File: config.mk
export PLATFORM = sky130hd
export DESIGN_NAME = draw_rectangle_stream
export DESIGN_NICKNAME = d
export VERILOG_FILES = /design/src/rtl/draw_rectangle_stream.sv
export SDC_FILE = /design/constraint.sdc
export NUM_CORES = 1
export LEC_CHECK = 0
export BUFFER_PORTS_ARGS = -buffer_cell sky130_fd_sc_hd__buf_4
export CAP_MARGIN = 30
export CORE_MARGIN = 2
export CORE_UTILIZATION = 40
export DETAILED_ROUTE_END_ITERATION = 12
export HOLD_SLACK_MARGIN = 0.1
export SYNTH_ARGS = -nofsm -noshare
export SYNTH_HDL_FRONTEND = slang
export SYNTH_SLANG_ARGS = --single-unit
File: constraint.sdc
create_clock -name _clock -period 10.23 [get_ports _clock]
set_input_delay 0 -clock _clock [delete_from_list [all_inputs] [get_ports _clock]]
set_output_delay 0 -clock _clock [all_outputs]
set_load 0.05 [all_outputs]
File: src/rtl/draw_rectangle_stream.sv
// Rectangle point generator: streams outline or filled rectangle coordinates
// over a valid/ready interface; _start resets the block and latches a command.
`timescale 1ns/1ps
module draw_rectangle_stream #(
  parameter int WIDTH = 32
) (
  input  logic                    _clock,
  input  logic                    _start,
  input  logic signed [WIDTH-1:0] s_x,
  input  logic signed [WIDTH-1:0] s_y,
  input  logic signed [WIDTH-1:0] height,
  input  logic signed [WIDTH-1:0] width,
  input  logic                    fill,
  input  logic                    _ready,
  output logic signed [WIDTH-1:0] _out0,
  output logic signed [WIDTH-1:0] _out1,
  output logic                    _valid,
  output logic                    _done
);

  localparam logic signed [WIDTH-1:0] ZERO = WIDTH'(0);
  localparam logic signed [WIDTH-1:0] ONE  = WIDTH'(1);

  typedef enum logic [2:0] {
    LOAD, OUTLINE_COLS, OUTLINE_ROWS, FILL, DONE
  } state_t;

  state_t state, state_nxt;

  logic signed [WIDTH-1:0] org_x, org_y, size_h, size_w;
  logic                    fill_mode;
  logic signed [WIDTH-1:0] outer, outer_nxt, inner, inner_nxt;
  logic                    side, side_nxt;
  logic signed [WIDTH-1:0] out0_nxt, out1_nxt;
  logic                    valid_nxt, done_nxt;
  logic                    xfer;
  logic signed [WIDTH-1:0] outer_inc, inner_inc;

  assign xfer      = _valid & _ready;
  assign outer_inc = outer + ONE;
  assign inner_inc = inner + ONE;

  // Command latch on _start, otherwise advance the sequence.
  always_ff @(posedge _clock) begin
    if (_start) begin
      org_x     <= s_x;
      org_y     <= s_y;
      size_h    <= height;
      size_w    <= width;
      fill_mode <= fill;
      state     <= LOAD;
      outer     <= ZERO;
      inner     <= ZERO;
      side      <= 1'b0;
      _out0     <= ZERO;
      _out1     <= ZERO;
      _valid    <= 1'b0;
      _done     <= 1'b0;
    end else begin
      state  <= state_nxt;
      outer  <= outer_nxt;
      inner  <= inner_nxt;
      side   <= side_nxt;
      _out0  <= out0_nxt;
      _out1  <= out1_nxt;
      _valid <= valid_nxt;
      _done  <= done_nxt;
    end
  end

  // Next point is computed only on a transfer, so outputs hold under stall.
  always_comb begin
    state_nxt = state;
    outer_nxt = outer;
    inner_nxt = inner;
    side_nxt  = side;
    out0_nxt  = _out0;
    out1_nxt  = _out1;
    valid_nxt = _valid;
    done_nxt  = _done;
    unique case (state)
      LOAD: begin
        if (size_h < ONE || size_w < ONE) begin
          state_nxt = DONE;
          done_nxt  = 1'b1;
        end else begin
          state_nxt = fill_mode ? FILL : OUTLINE_COLS;
          outer_nxt = ZERO;
          inner_nxt = ZERO;
          side_nxt  = 1'b0;
          out0_nxt  = org_x;
          out1_nxt  = org_y;
          valid_nxt = 1'b1;
        end
      end
      OUTLINE_COLS: begin
        if (xfer) begin
          if (!side) begin
            side_nxt = 1'b1;
            out0_nxt = org_x + size_h - ONE;
            out1_nxt = org_y + outer;
          end else if (outer_inc < size_w) begin
            side_nxt  = 1'b0;
            outer_nxt = outer_inc;
            out0_nxt  = org_x;
            out1_nxt  = org_y + outer_inc;
          end else begin
            state_nxt = OUTLINE_ROWS;
            side_nxt  = 1'b0;
            outer_nxt = ZERO;
            out0_nxt  = org_x;
            out1_nxt  = org_y;
          end
        end
      end
      OUTLINE_ROWS: begin
        if (xfer) begin
          if (!side) begin
            side_nxt = 1'b1;
            out0_nxt = org_x + outer;
            out1_nxt = org_y + size_w - ONE;
          end else if (outer_inc < size_h) begin
            side_nxt  = 1'b0;
            outer_nxt = outer_inc;
            out0_nxt  = org_x + outer_inc;
            out1_nxt  = org_y;
          end else begin
            state_nxt = DONE;
            valid_nxt = 1'b0;
            done_nxt  = 1'b1;
          end
        end
      end
      FILL: begin
        if (xfer) begin
          if (inner_inc < size_w) begin
            inner_nxt = inner_inc;
            out1_nxt  = org_y + inner_inc;
          end else if (outer_inc < size_h) begin
            outer_nxt = outer_inc;
            inner_nxt = ZERO;
            out0_nxt  = org_x + outer_inc;
            out1_nxt  = org_y;
          end else begin
            state_nxt = DONE;
            valid_nxt = 1'b0;
            done_nxt  = 1'b1;
          end
        end
      end
      DONE: ;
      default: state_nxt = DONE;
    endcase
  end

endmodule

After elaboration in Yosys (flattened, before gate mapping)

Index checks and enable logic that the tools add are counted.

Bits in registers: 263
Bits in latches: 0
RAM bits: 0
Bits in read-only memories: 0
Input port bits: 132
Output and inout bits: 66
Word-level logic and storage cells: 124
Memories: 0

Add/sub/neg operators: 11
$mul: 0
Divide/modulo/power cells: 0
Order comparisons: 5
Equality and inequality tests: 14
Shifts and indexed selects: 0
Muxes and demuxes: 65
Bitwise logic cells: 2
Reduce and logical (&&, ||, !) cells: 14

Operators with widths:

| kind                    | number |
|---|---|
| $mux W32                | 29 |
| $pmux W32 S4            | 3 |
| $add A32 B32 Y32        | 7 |
| $lt A32 B32 Y1          | 3 |
| $add A32 B2 Y32 const B | 2 |
| $lt A32 B2 Y1 const B   | 2 |
| $pmux W32 S2            | 1 |
| $sub A32 B2 Y32 const B | 2 |
| $mux W3                 | 9 |
| $mux W1                 | 18 |
| $ne A2 B2 Y1 const B    | 9 |
| $reduce_and A6 Y1       | 3 |
| $reduce_and A8 Y1       | 2 |
| $pmux W3 S5             | 1 |
| $pmux W1 S3             | 3 |
| $reduce_and A4 Y1       | 2 |
| $eq A3 B2 Y1 const B    | 2 |
| $reduce_bool A3 Y1      | 2 |
| $reduce_and A5 Y1       | 1 |
| $reduce_bool A4 Y1      | 1 |
| $eq A3 B1 Y1 const B    | 1 |
| $eq A3 B3 Y1 const B    | 1 |
| $logic_not A3 Y1        | 1 |
| $ne A3 B3 Y1 const B    | 1 |
| 5 further kinds         | 5 |

Depth between registers and ports, before layout

Word-level depth: 6
Gate-level depth with buffers: 24
Gate-level depth less buffers: 21

Worst setup path after synthesis

Ideal clock, no wire load.

Path type: flip-flop to flip-flop
From: reg inner[0]
To: reg outer[22]
Setup time: 0.091 ns
Arrival time: 5.195 ns
Data required time: 10.139 ns
Slack: 4.944 ns
Stages on the path, launching flop included: 23
Path buffers: 2
Clock period less this slack: 5.286 ns
Cell sequence: dfxtp_1 -> ha_1 -> nand3_1 -> nor3_1 -> nand3_1 -> nor4_1 -> and2_1 -> and3_1 -> clkbuf_1 -> nand3_1 -> xnor2_1 -> ha_1 -> nand4_1 -> nor2_1 -> nand3_1 -> nor4b_1 -> a2111oi_0 -> nor2_1 -> o2111ai_1 -> a21oi_1 -> buf_2 -> o21ai_0 -> a311oi_1

Cells in the longest elaborated chain, start to end: 4

Ends and longest elaborated chain:

| element                     | RTL line | text |
|---|---|---|
| start, declared             | 32       | `logic signed [WIDTH-1:0] outer, outer_nxt, inner, inner_nxt;` |
| start signal, assigned      | 62       | `inner <= inner_nxt;` |
| $add A32 B2 Y32             | 41       | `assign inner_inc = inner + ONE;` |
| $lt A32 B32 Y1              | 136      | `if (inner_inc < size_w) begin` |
| $ne A2 B2 Y1 (no line)      | --       |  |
| $reduce_and A8 Y1 (no line) | --       |  |
| end signal, assigned        | 61       | `outer <= outer_nxt;` |
| end, declared               | 32       |  |

Every way passes these cells.
A chain may end at the register's enable or synchronous reset.

Worst setup path after layout

From: reg inner[0]
To: reg outer[6]

Same word-level chain as after synthesis.

==> run metrics <==
status=complete, no violations; Area after DPL=29900 um2; Layout area overhead=19.0%; initial antenna violation count=1; Initial Util=40.5%; Synth Net Count=3897; Pwr Density=124 nW/um2; final hold violation count=0; Switching Share=37.9%; Peak Freq=139 MHz; Filler cells=6543; P_int=0.00249 W; post-route ant nets=0; final critical-path share of the clock period=70.5%; Tightest Hold Check Type=in2reg; Tightest Pin Transition=1.03 ns; Placeable Area=67400 um2; met3 Resource Use GR=4.30%; vias per std cell=5.90; global routing's busiest layer=met2; Post-DP HPWL=76900 um; Most Frequent Cell on Critical Path=nand3_1; net switching power figure=0.00152 W; layout cells sized above 1=9.65%; synth top area cells=ha_1, edfxtp_1, dfxtp_1, a21oi_1, xnor2_1; Clock Path Buffers=3; Final Max Slew Viols=0; Worst EP required=10.70 ns; I/O pin count=198; crit end category=flop; post-cts sizing count=0; grt met1 use=36.1%; Flop pwr share=32.4%; Crit Path Class=reg2reg; met2 Use GR=45.3%; total number of H-tree levels=2; diode count=0; PortBufs=197; crit path time final=7.22 ns; Yosys cell types=85; number of synthesized flops with an enable pin=129; CTS tree=built; wire per inst=21.6 um; Worst VDD drop=0.105 mV; share of the synthesized area in the top cell type=17.1%; postcts setup bufs=0; Yosys top cell by area=ha_1; GRT overflow=0; total power=0.00401 W; #FFs+latches synth=263; synthesized area per cell=8.06 um2; First-pass DRT Iterations=7; Rel. slew slack=31.3%; total track usage=27.4%; clock sink count=263; Post-synth top flop=dfxtp_1; largest net degree at the start of global routing=84; clock-pin transition on the worst setup and hold timing paths=0.06 ns; DRC errors left=0; clock skew=0.0297 ns; cells after synthesis=3386; post-route setup TNS=0 ns; Clock Latency Late Sink=0.58 ns; chip width=265 um; max-cap viol count=0; max incr delay on CP=0.63 ns; CTS root buffer=clkbuf_16; total CTS buffers=35; RSZ-0062 raised after global routing=no; Die Ht=265 um; Setup crit start kind=flop; FP Rows=95; crit path DAT=7.69 ns; placer congestion estimate=0.935; critical path cell sequence=ha_1, nand3_1, nor3_1, nand3_1, nor4_1, and2_1, and3_1, nand3_1, xnor2_1, ha_1, nand4_1, nor2_1, nand3_1, nor4b_1, a2111oi_2, buf_4, nor2_2, buf_4, o2111ai_2, a21oi_2, buf_4, o21ai_0, a311oi_1; Detailed Route Iter0 Violations=2216; register area share after synthesis=24.0%; setup slack, reg-to-reg=3.01 ns; first-pass GRT wire length=149000 um; LEAKAGE=14.7 nW; synth cell count leaders=ha_1, inv_1, a21oi_1; vias in the first global route=25600; Final setup viols=0; crit path max fanout=43; part of the power in combinational logic=34.9%; Crit-path slowest cell=nor4_1; cts hold-fix bufs=132; Design Area, Final=32500 um2; Async S/R FF share, synth=0%; Nets=4204; most frequent cell after synthesis=ha_1; synth warn=0; full die area=70300 um2; Clock Power Share=32.7%; Routed Wire Length=99200 um; Syn Std Cell Area=27300 um2; routed vias=27100
==> cell families after synthesis <==
group	after synthesis	share of synthesized area, %
AOI/OAI and AO/OA	1111	26.8
and+or+nand+nor	937	16.9
buffers and inverters	430	5.99
adders and majority gates	379	17.6
DFF	263	24.0
xor gates and xnor gates	233	7.48
muxes	33	1.22
==> cell usage in the layout, fill, tap and decap left out, types with 21 or more instances in the layout <==
master | synthesis | layout
and2_1 | 21 | 21
nand4_1 | 45 | 45
and3_1 | 42 | 42
a31oi_1 | 44 | 44
inv_1 | 304 | 304
o211ai_1 | 41 | 41
dfxtp_1 | 134 | 134
o31ai_1 | 22 | 22
o21ai_0 | 233 | 231
xor2_1 | 98 | 98
mux2i_1 | 31 | 31
nand3_1 | 105 | 105
a22oi_1 | 51 | 51
nor2b_1 | 21 | 21
a21oi_1 | 278 | 277
xnor2_1 | 135 | 135
nor4_1 | 24 | 24
edfxtp_1 | 129 | 129
nand2b_1 | 28 | 28
nor2_1 | 233 | 229
buf_4 | 1 | 254
dlygate4sd3_1 | 0 | 132
nand2_1 | 240 | 240
a311oi_1 | 28 | 28
or3_1 | 42 | 42
a211oi_1 | 48 | 48
a221oi_1 | 35 | 35
ha_1 | 372 | 372
nor3_1 | 64 | 63
a21o_1 | 113 | 113
o21a_1 | 36 | 36
clkbuf_16 | 0 | 37
==> power groups by stage <==
| stage | sequential (W) | clock, W | combinational [W] |
|---|---|---|---|
| after global placement | 0.00132 | 0 | 0.00132 |
| after detailed placement | 0.00132 | 0 | 0.00133 |
| after global routing | 0.00130 | 0.00137 | 0.00154 |
| final | 0.00130 | 0.00131 | 0.00140 |
| after CTS | 0.00130 | 0.00133 | 0.00138 |
| after floorplan | 0.00136 | 0 | 0.000844 |
==> area by class of cell <==
cell class / count / area, um2 / area share, %
Tap cell: 873 / 1090 / 3.36
Sequential cell: 263 / 6560 / 20.2
Multi-Input combinational cell: 2693 / 19100 / 59.0
Inverter: 306 / 1150 / 3.54
Clock buffer: 43 / 968 / 2.98
Timing Repair Buffer: 394 / 3320 / 10.2
Clock inverter: 21 / 230 / 0.709
==> critical path: cells and delay by family, from the launching register on <==
kind            cells  cell delay (ns)
fa+ha+maj           2             0.57
simple gates       12             3.57
xor+xnor            1             0.19
flops               1             0.42
compound gates      5             1.20
buf+inv             3             1.15
==> per-layer routing <==
| layer | share of wire (%) | wire, um |
|---|---|---|
| met1 | 44 | 43900 |
| met2 | 46 | 45400 |
| met3 | 6.3 | 6290 |
| met4 | 3.7 | 3650 |
| met5 | 0.013 | 13 |
==> flip-flops by register name, summed over array words and instances (netlist names) <==
name / cells
_out0: 32
inner: 32
_out1: 32
org_x: 32
org_y: 32
outer: 32
fill_mode: 1
state: 3
size_w: 32
_done: 1
size_h: 32
side: 1
_valid: 1
==> final timing paths <==
| path | start | endpoint | cells past startpoint |
|---|---|---|---|
| worst max-delay path | inner[0] | outer[6] | 23 |
| worst min-delay path | s_x[4] | org_x[4] | 2 |
| worst max register to register | inner[0] | outer[6] | 23 |
| worst min register to register | _out0[7] | _out0[7] | 2 |
==> metrics by stage <==
step	std cells	hold WS [ns]	util (%)	setup WS, ns
after floorplan	3386	0.0989	-	4.94
after global placement	4389	0.179	44.3	3.09
after detailed placement	4393	0.179	44.3	2.80
after CTS	4589	0.115	48.1	2.79
after global routing	4593	0.130	48.2	2.37
final	4593	0.139	48.2	3.01
Power figures use the tool's default switching activity.
